**src/rtl/legv8_pkg.sv**
```systemverilog
// -----------------------------------------------------------------------------
// legv8_pkg
// Shared definitions for the LEGv8 instruction encoder (program loader).
// The opcode constants here are the same ones the control decoder matches on.
// Contents:
//   - op_e         : symbolic operation codes accepted on the host interface
//   - OPC_*        : 11/10/8/6-bit architectural opcode fields
//   - field widths : op, register, immediate and word widths
//   - HALT_WORD    : reserved all-ones word that marks end of program
//   - enc_state_e  : loader FSM states
//   - imm_fits_signed : two's-complement range test used by the optional
//                       immediate range check (ENC_RANGE_CHECK_EN)
// -----------------------------------------------------------------------------
package legv8_pkg;

  localparam int OP_W   = 4;
  localparam int REG_W  = 5;
  localparam int IMM_W  = 26;
  localparam int WORD_W = 32;

  typedef enum logic [OP_W-1:0] {
    OP_LDUR = 4'd0,
    OP_STUR = 4'd1,
    OP_ADD  = 4'd2,
    OP_ADDI = 4'd3,
    OP_SUB  = 4'd4,
    OP_AND  = 4'd5,
    OP_ORR  = 4'd6,
    OP_CBZ  = 4'd7,
    OP_CBNZ = 4'd8,
    OP_B    = 4'd9,
    OP_HALT = 4'd10
  } op_e;

  // R-format and D-format 11-bit opcodes
  localparam logic [10:0] OPC_ADD  = 11'b10001011000;
  localparam logic [10:0] OPC_SUB  = 11'b11001011000;
  localparam logic [10:0] OPC_AND  = 11'b10001010000;
  localparam logic [10:0] OPC_ORR  = 11'b10101010000;
  localparam logic [10:0] OPC_LDUR = 11'b11111000010;
  localparam logic [10:0] OPC_STUR = 11'b11111000000;
  // I-format 10-bit opcode
  localparam logic [9:0]  OPC_ADDI = 10'b1001000100;
  // CB-format 8-bit opcodes
  localparam logic [7:0]  OPC_CBZ  = 8'b10110100;
  localparam logic [7:0]  OPC_CBNZ = 8'b10110101;
  // B-format 6-bit opcode
  localparam logic [5:0]  OPC_B    = 6'b000101;

  localparam logic [WORD_W-1:0] HALT_WORD = 32'hFFFF_FFFF;

  typedef enum logic {
    ST_IDLE = 1'b0,
    ST_LOAD = 1'b1
  } enc_state_e;

  // True when imm, read as a 26-bit two's-complement value, is representable
  // in a signed field of the given width (all bits above the field's sign bit
  // are copies of it).
  function automatic logic imm_fits_signed(input logic [IMM_W-1:0] imm,
                                           input int width);
    logic [IMM_W-1:0] hi_mask;
    hi_mask = ~((IMM_W'(1) << (width - 1)) - IMM_W'(1));
    return ((imm & hi_mask) == '0) || ((imm & hi_mask) == hi_mask);
  endfunction

endpackage

```
**src/rtl/legv8_encode.sv**
```systemverilog
// -----------------------------------------------------------------------------
// legv8_encode
// Purely combinational encoder: symbolic {op, fields} -> 32-bit LEGv8 word.
// Ports:
//   i_op        in  4   symbolic operation (op_e); 11..15 are illegal
//   i_rd        in  5   Rd / Rt
//   i_rn        in  5   Rn
//   i_rm        in  5   Rm (R-format only)
//   i_imm       in  26  immediate (ADDI unsigned, others two's-complement)
//   o_word      out 32  encoded instruction word (0 for illegal ops)
//   o_illegal   out 1   op code outside the supported set
//   o_range_err out 1   immediate does not fit its field
// Configuration macro: ENC_RANGE_CHECK_EN. When undefined, immediates are
// truncated to the field width and o_range_err is tied low.
// -----------------------------------------------------------------------------
module legv8_encode
  import legv8_pkg::*;
(
  input  logic [OP_W-1:0]   i_op,
  input  logic [REG_W-1:0]  i_rd,
  input  logic [REG_W-1:0]  i_rn,
  input  logic [REG_W-1:0]  i_rm,
  input  logic [IMM_W-1:0]  i_imm,
  output logic [WORD_W-1:0] o_word,
  output logic              o_illegal,
  output logic              o_range_err
);

  always_comb begin
    o_word      = '0;
    o_illegal   = 1'b0;
    o_range_err = 1'b0;
    case (op_e'(i_op))
      OP_LDUR, OP_STUR: begin
        o_word = {(op_e'(i_op) == OP_LDUR) ? OPC_LDUR : OPC_STUR,
                  i_imm[8:0], 2'b00, i_rn, i_rd};
`ifdef ENC_RANGE_CHECK_EN
        o_range_err = !imm_fits_signed(i_imm, 9);
`endif
      end
      OP_ADD:  o_word = {OPC_ADD, i_rm, 6'b0, i_rn, i_rd};
      OP_SUB:  o_word = {OPC_SUB, i_rm, 6'b0, i_rn, i_rd};
      OP_AND:  o_word = {OPC_AND, i_rm, 6'b0, i_rn, i_rd};
      OP_ORR:  o_word = {OPC_ORR, i_rm, 6'b0, i_rn, i_rd};
      OP_ADDI: begin
        o_word = {OPC_ADDI, i_imm[11:0], i_rn, i_rd};
`ifdef ENC_RANGE_CHECK_EN
        // ADDI immediate is unsigned 0..4095
        o_range_err = |i_imm[IMM_W-1:12];
`endif
      end
      OP_CBZ, OP_CBNZ: begin
        o_word = {(op_e'(i_op) == OP_CBZ) ? OPC_CBZ : OPC_CBNZ,
                  i_imm[18:0], i_rd};
`ifdef ENC_RANGE_CHECK_EN
        o_range_err = !imm_fits_signed(i_imm, 19);
`endif
      end
      // imm26 uses the whole input, so it can never be out of range
      OP_B:    o_word = {OPC_B, i_imm};
      OP_HALT: o_word = HALT_WORD;
      default: o_illegal = 1'b1;
    endcase
  end

endmodule

```
**src/rtl/legv8_inst_encoder.sv**
```systemverilog
// -----------------------------------------------------------------------------
// legv8_inst_encoder
// Program loader: accepts symbolic LEGv8 instructions over valid/ready,
// encodes them and writes the words to instruction memory at consecutive
// addresses from 0 until HALT is written or the memory is full.
// Parameters:
//   ADDR_W     word-address width, DEPTH = 2**ADDR_W
// Ports:
//   clk, reset            clock; synchronous active-high reset
//   start                 begin a load session (only honoured in IDLE)
//   in_valid / in_ready   instruction handshake; in_ready == state LOAD
//   in_op, in_rd, in_rn, in_rm, in_imm   instruction fields
//   mem_we, mem_addr, mem_wdata          registered memory write port
//   busy                  session active
//   done                  one-cycle pulse with the final write of a session
//   err                   sticky error (illegal op, range, overflow)
//   count                 words written this/last session (saturates at DEPTH)
// Configuration macro: ENC_RANGE_CHECK_EN (out-of-range immediates dropped
// and flagged instead of truncated).
// -----------------------------------------------------------------------------
module legv8_inst_encoder
  import legv8_pkg::*;
#(
  parameter int ADDR_W = 8
) (
  input  logic              clk,
  input  logic              reset,
  input  logic              start,
  input  logic              in_valid,
  output logic              in_ready,
  input  logic [OP_W-1:0]   in_op,
  input  logic [REG_W-1:0]  in_rd,
  input  logic [REG_W-1:0]  in_rn,
  input  logic [REG_W-1:0]  in_rm,
  input  logic [IMM_W-1:0]  in_imm,
  output logic              mem_we,
  output logic [ADDR_W-1:0] mem_addr,
  output logic [WORD_W-1:0] mem_wdata,
  output logic              busy,
  output logic              done,
  output logic              err,
  output logic [ADDR_W:0]   count
);

  localparam int DEPTH = 2 ** ADDR_W;

  enc_state_e        r_state, w_state_next;
  logic [ADDR_W-1:0] r_ptr, w_ptr_next;
  logic [ADDR_W:0]   r_count, w_count_next;
  logic              r_err, w_err_next;
  logic              r_mem_we, w_mem_we_next;
  logic [ADDR_W-1:0] r_mem_addr, w_mem_addr_next;
  logic [WORD_W-1:0] r_mem_wdata, w_mem_wdata_next;
  logic              r_done, w_done_next;

  logic [WORD_W-1:0] w_word;
  logic              w_illegal;
  logic              w_range_err;
  logic              w_xfer;

  legv8_encode u_encode (
    .i_op        (in_op),
    .i_rd        (in_rd),
    .i_rn        (in_rn),
    .i_rm        (in_rm),
    .i_imm       (in_imm),
    .o_word      (w_word),
    .o_illegal   (w_illegal),
    .o_range_err (w_range_err)
  );

  assign w_xfer = in_valid && (r_state == ST_LOAD);

  always_comb begin
    w_state_next     = r_state;
    w_ptr_next       = r_ptr;
    w_count_next     = r_count;
    w_err_next       = r_err;
    w_mem_we_next    = 1'b0;
    w_mem_addr_next  = r_mem_addr;
    w_mem_wdata_next = r_mem_wdata;
    w_done_next      = 1'b0;
    case (r_state)
      ST_IDLE: begin
        if (start) begin
          w_state_next = ST_LOAD;
          w_ptr_next   = '0;
          w_count_next = '0;
          w_err_next   = 1'b0;
        end
      end
      ST_LOAD: begin
        if (w_xfer) begin
          if (w_illegal || w_range_err) begin
            // word is consumed but discarded; pointer stays put
            w_err_next = 1'b1;
          end else begin
            w_mem_we_next    = 1'b1;
            w_mem_addr_next  = r_ptr;
            w_mem_wdata_next = w_word;
            w_ptr_next       = r_ptr + ADDR_W'(1);
            if (r_count != (ADDR_W+1)'(DEPTH)) begin
              w_count_next = r_count + (ADDR_W+1)'(1);
            end
            if (op_e'(in_op) == OP_HALT) begin
              w_state_next = ST_IDLE;
              w_done_next  = 1'b1;
            end else if (&r_ptr) begin
              // last slot filled without a HALT: program overflowed memory
              w_state_next = ST_IDLE;
              w_done_next  = 1'b1;
              w_err_next   = 1'b1;
            end
          end
        end
      end
      default: w_state_next = ST_IDLE;
    endcase
  end

  always_ff @(posedge clk) begin
    if (reset) begin
      r_state     <= ST_IDLE;
      r_ptr       <= '0;
      r_count     <= '0;
      r_err       <= 1'b0;
      r_mem_we    <= 1'b0;
      r_mem_addr  <= '0;
      r_mem_wdata <= '0;
      r_done      <= 1'b0;
    end else begin
      r_state     <= w_state_next;
      r_ptr       <= w_ptr_next;
      r_count     <= w_count_next;
      r_err       <= w_err_next;
      r_mem_we    <= w_mem_we_next;
      r_mem_addr  <= w_mem_addr_next;
      r_mem_wdata <= w_mem_wdata_next;
      r_done      <= w_done_next;
    end
  end

  // A reset arriving in the cycle a write is presented suppresses the strobe,
  // so the memory never commits a word from an aborted session.
  assign mem_we    = r_mem_we && !reset;
  assign done      = r_done && !reset;
  assign mem_addr  = r_mem_addr;
  assign mem_wdata = r_mem_wdata;
  assign in_ready  = (r_state == ST_LOAD);
  assign busy      = (r_state == ST_LOAD);
  assign err       = r_err;
  assign count     = r_count;

endmodule

```
**config.mk**
```make
export PLATFORM = sky130hd
export DESIGN_NAME = legv8_inst_encoder
export DESIGN_NICKNAME = d
export VERILOG_FILES = /design/src/rtl/legv8_pkg.sv /design/src/rtl/legv8_encode.sv /design/src/rtl/legv8_inst_encoder.sv
export SDC_FILE = /design/constraint.sdc
export NUM_CORES = 1
export LEC_CHECK = 0
export BUFFER_PORTS_ARGS = -buffer_cell sky130_fd_sc_hd__buf_2
export CAP_MARGIN = 20
export CELL_PAD_IN_SITES_DETAIL_PLACEMENT = 1
export CELL_PAD_IN_SITES_GLOBAL_PLACEMENT = 1
export CORE_MARGIN = 1
export CORE_UTILIZATION = 33
export CTS_CLUSTER_DIAMETER = 80
export DETAILED_ROUTE_END_ITERATION = 7
export GPL_TIMING_DRIVEN = 0
export PLACE_DENSITY = 0.76
export SYNTH_ARGS = -nofsm -noshare
export SYNTH_HDL_FRONTEND = slang
export SYNTH_SLANG_ARGS = --single-unit
export TNS_END_PERCENT = 1
```
**constraint.sdc**
```tcl
create_clock -name clk -period 1.65 [get_ports clk]
set_clock_uncertainty 0.1 [all_clocks]
set_input_delay 0.0825 -clock clk [delete_from_list [all_inputs] [get_ports clk]]
set_output_delay 0.0825 -clock clk [all_outputs]
set_load 0.01 [all_outputs]
```
After elaboration in Yosys (flattened, before gate mapping)
Index checks and enable logic that the tools add are counted.

Register bits after elaboration: 61. Bits in latches: 0. Bits in writable memories: 0. Bits in read-only memories: 0. Bits of input ports: 49. Logic and storage cells: 72. Memories kept: 0.

Add/sub/neg operators: 2. Multipliers: 0. Div/mod/pow operators: 0. $lt $le $gt $ge: 0. Equal/unequal tests: 17. Shift-type cells: 0. Mux-type cells: 27. Bitwise logic cells: 3. Reductions and logical operators: 15.

Operators with widths (count): 32-bit case mux with 9 select lines (1); 9-bit two-way mux (4); 8-bit two-way mux (3); 9-bit case mux with 2 select lines (1); 4-bit by 3-bit equality test with 1-bit output, second input constant (4); 8-bit case mux with 2 select lines (1); 1-bit two-way mux (14); 4-bit equality test, second input constant (3); 11-bit OR reduction (1); 9-bit by 1-bit adder with 9-bit output, second input constant (1); 9-bit != test, second input constant (1); 8-bit by 1-bit adder with 8-bit output, second input constant (1); 4-bit by 2-bit equality test with 1-bit output, second input constant (2); 4-bit AND reduction (2); 8-bit AND reduction (1); 3-bit AND reduction (2); 4-bit by 1-bit equality test with 1-bit output, second input constant (1); 4-bit zero test (1); 2-bit by 1-bit != test with 1-bit output, second input constant (2); 2-bit != test, second input constant (2); 1-bit case mux with 2 select lines (2); 2-bit OR reduction (2); 4-bit OR reduction (1); 1-bit logical AND (3); other kinds (6) (8).

Depth between registers and ports, before layout
Depth after elaboration: 6. Mapped depth: 7. Depth with buffers taken out: 6.

Hierarchy
From an unflattened synthesis, not the netlist that was laid out.

Cells, all modules: 471. Area total of the unflattened synthesis: 3462.1 um^2.

By module, submodules not included: legv8_inst_encoder (times used 1, cells each 292, area an instance 2426.1 um^2, seq. area each 1221.2 um^2); legv8_encode (times used 1, cells each 179, area an instance 1036.0 um^2, seq. area each 0.0 um^2).

Worst setup path before layout
Ideal clock, no wire load.

Path type: reg2reg. From: register r_state (netlist: busy). To: register r_count[5] (netlist: count[5]). Library setup time: 70 ps. Arrival time: 1530 ps. Required time: 1480 ps. Path slack: -50 ps. Cell stages (with the launch flop): 7. Path through: dfxtp_1 and2_1 buf_6 a31oi_4 buf_6 or4_1 a21oi_1.

Word-level cells in the longest chain between the ends: 3. Elaborated cells on any way between the ends: 8. Classes of those cells: 4 x eq/ne; 1 x mux; 1 x bitwise; 2 x reduce/logical.

RTL lines: start: declaration (RTL line legv8_inst_encoder.sv:47) `enc_state_e r_state, w_state_next;`; start signal: assignment (RTL line legv8_inst_encoder.sv:132) `r_state <= w_state_next;`; 1-bit logical AND or 1-bit inverter (tied branches); 2-bit by 1-bit != test with 1-bit output (no source line) or 2-bit != test (tied branches); 4-bit AND reduction (no source line); end signal: assignment (RTL line legv8_inst_encoder.sv:134) `r_count <= w_count_next;`; end: declaration (RTL line legv8_inst_encoder.sv:49) `logic [ADDR_W:0] r_count, w_count_next;`.

Parallel ways exist; a longest one is shown, timed or not. A chain may end at the register's enable or synchronous reset.

Final worst setup path
Ends and elaborated chain as after synthesis.

==> impl_metrics.env <==
export IMPL_outcome="finished, violations left"
export IMPL_violations="design-rule violations, negative hold slack"
export IMPL_hpwl_mm=8.49
export IMPL_layout_area_overhead_vs_synth_pct=38.8
export IMPL_fill_cells=1159
export IMPL_io_pins=103
export IMPL_portBuffers=100
export IMPL_mostFrequentLayoutCells="112 x buf_2, 58 x dfxtp_1, 44 x nand2_1"
export IMPL_power_density_nw_per_um2=849
export IMPL_syn_area_per_cell_um2=8.11
export IMPL_numCtsBuffers=9
export IMPL_drive_gt1_share_pct=32.3
export IMPL_ir_worst_vdd_mv=0.473
export IMPL_ys_seq_elements=61
export IMPL_worst_pin_slew_ns=0.790
export IMPL_antenna_found_initial=0
export IMPL_ys_seq_area_share_pct=39.3
export IMPL_grt_pass1_vias=3667
export IMPL_clk_pin_slew_ns=0.08
export IMPL_critical_path_max_fanout=6
export IMPL_drv_slew=0
export IMPL_timing_fmax_mhz=608
export IMPL_slew_headroom_pct=46.9
export IMPL_switching_share_pct=27.6
export IMPL_setup_violations=0
export IMPL_layout_cells_most_common="buf_2"
export IMPL_wl_met3_um=699
export IMPL_synth_area_leader_cell="dfxtp_1"
export IMPL_row_count=35
export IMPL_rsz0062_at_grt="true"
export IMPL_wl_met2_mm=6.08
export IMPL_synth_cell_type_count=53
export IMPL_min_path_type="in2reg"
export IMPL_drtIter0Drc=120
export IMPL_drc=2
export IMPL_cts_root_buf="clkbuf_8"
export IMPL_synthesis_area_um2=3110
export IMPL_first_pass_iters=6
export IMPL_wire_per_inst_um=18.6
export IMPL_ant_nets=0
export IMPL_synth_top_area_share_pct=39.3
export IMPL_grt_ovfl_total=0
export IMPL_placed_cells=594
export IMPL_period_needed_ns=1.64
export IMPL_setup_tns_ns=0
export IMPL_drt_met1_wl_mm=4.86
export IMPL_p_leak_nw=1.75
export IMPL_fp_dieH_um=99.0
export IMPL_cts_tree="built"
export IMPL_p_comb_share_pct=16.3
export IMPL_cp_data_required_time_ns=1.83
export IMPL_arrival_ns=1.82
export IMPL_start_util_pct=33.8
export IMPL_core_area_um2=9200
export IMPL_clock_path_buffers=2
export IMPL_htreeDepth=3
export IMPL_hold_viol=1
export IMPL_period_share_pct=99.7
export IMPL_highest_layer="met4"
export IMPL_antenna_diode_count=0
export IMPL_holdWs_ns=-0.0103
export IMPL_place_gp_congestion=0.862
export IMPL_critPathKind="reg2reg"
export IMPL_viasPerCell=5.61
export IMPL_p_sw_w=0.00101
export IMPL_fin_ws_ns=0.00543
export IMPL_grt_max_degree=12
export IMPL_die_x_um=99.0
export IMPL_num_vias=3563
export IMPL_multiInputGateArea_um2=1770
export IMPL_pre_cts_slack_ns=-0.221
export IMPL_cp_start_kind="flip-flop"
export IMPL_die_area_um2=9810
export IMPL_seq_area_um2=1230
export IMPL_clkLatencyLatePin_ns=0.34
export IMPL_cap_violations=0
export IMPL_syn_nets=435
export IMPL_fin_cells=635
export IMPL_grt_use_total_pct=24.6
export IMPL_internal_power_w=0.00265
export IMPL_synthTopCellsByArea="dfxtp_1 39%, a221oi_1 5.9%, a21oi_1 5.8%"
export IMPL_syn_instance_count=383
export IMPL_synth_warnings=0
export IMPL_final_net_count=571
export IMPL_clockPowerShare_pct=41.4
export IMPL_end_kind="flip-flop"
export IMPL_seq_power_share_pct=42.3
export IMPL_clock_sinks=61
export IMPL_drt_total_wl_mm=11.8
export IMPL_grt_pass1_wl_mm=18.6
==> Yosys cell counts (all sizes together) <==
master	number
nor4b	3
a221o	1
nand3	10
nand2	46
ha	3
o2bb2ai	2
xor2	1
nand4	5
buf	22
a31oi	3
inv	9
and2	2
and4	1
a21o	1
nor4bb	1
a2bb2oi	1
dfxtp	61
nor3b	2
nor2	41
a21oi	36
mux2i	3
a311oi	4
nand2b	6
or4	5
o21a	1
a22oi	1
nor3	14
a32o	1
a2111oi	1
o31ai	5
or2	2
clkbuf	10
o22ai	5
and2b	1
o21ai	10
or3	6
nand4b	1
a211oi	20
a221oi	21
nand3b	10
o32ai	1
nor2b	3
a31o	1
==> final timing paths <==
kind	from	to	slack (ns)	cells past startpoint
worst max-delay path	busy	count[5]	0.005	6
worst min register to register	mem_addr[3]	mem_addr[3]	0.36	2
worst max register to register	busy	count[5]	0.005	6
worst min-delay path	in_rd[0]	mem_wdata[0]	-0.01	3
==> power by group through the flow <==
stage	combinational, W	sequential (W)	clock, W
finish	0.000598	0.00155	0.00152
global route	0.000649	0.00156	0.00159
CTS	0.000575	0.00155	0.00154
detailed placement	0.000522	0.00159	0
global placement	0.000508	0.00158	0
floorplan	0.000272	0.00160	0
==> stage by stage <==
stage	util [%]	area, um^2	power, W
CTS	46.0	4230	0.00366
global route	46.9	4320	0.00380
detailed placement	40.8	3750	0.00211
floorplan	-	3110	0.00188
finish	46.9	4320	0.00366
global placement	40.8	3750	0.00209
==> sequential cells by signal (all words and copies together) (netlist names) <==
name and cells:
mem_wdata 32, count 9, mem_addr 8, r_ptr 8
busy 1, err 1, r_done 1, r_mem_we 1
==> worst max-delay path, cell delays in order (launching register included) <==
cell and delay (ns):
dfxtp_4 0.37, and2_4 0.14, buf_6 0.11, a31oi_4 0.12
buf_6 0.16, or4_1 0.46, a21oi_1 0.12
==> metal layers <==
layer	vias to the layer above	global-route usage (%)
met1	1737	28.1
met3	17	6.52
met4	0	7.58
li1	1687	-
met2	122	44.7
met5	-	0
==> kinds of logic (layout without fill, tap and decap cells) <==
kind of cell | count (synthesis) | count (layout) | share of synthesized area [%]
xor+xnor | 1 | 1 | 0.282
fa+ha+maj | 3 | 3 | 1.21
flops | 61 | 61 | 39.3
mux | 3 | 3 | 0.966
buf+inv | 41 | 182 | 6.44
simple gates | 159 | 159 | 25.7
compound gates | 115 | 115 | 26.1
==> final cells by class <==
cell class	count	share of cell area (%)
plain buffers	32	4.29
well taps	111	3.22
inverters	9	0.783
multi-input cells	281	41.0
clock inverters	6	2.00
flip-flops and latches	61	28.5
clock buffers	10	3.19
repair buffers	125	17.0
==> repair_timing <==
item / CTS / global route
resized for setup: 13 / 19
cloned: 1 / 0
hold buffers: 19 / 1
pin swaps: 1 / 2
endpoints found under the setup margin: 49 / 38
setup buffers: 4 / 0
hold endpoints to repair: 17 / 1
Power figures use the tool's default switching activity.
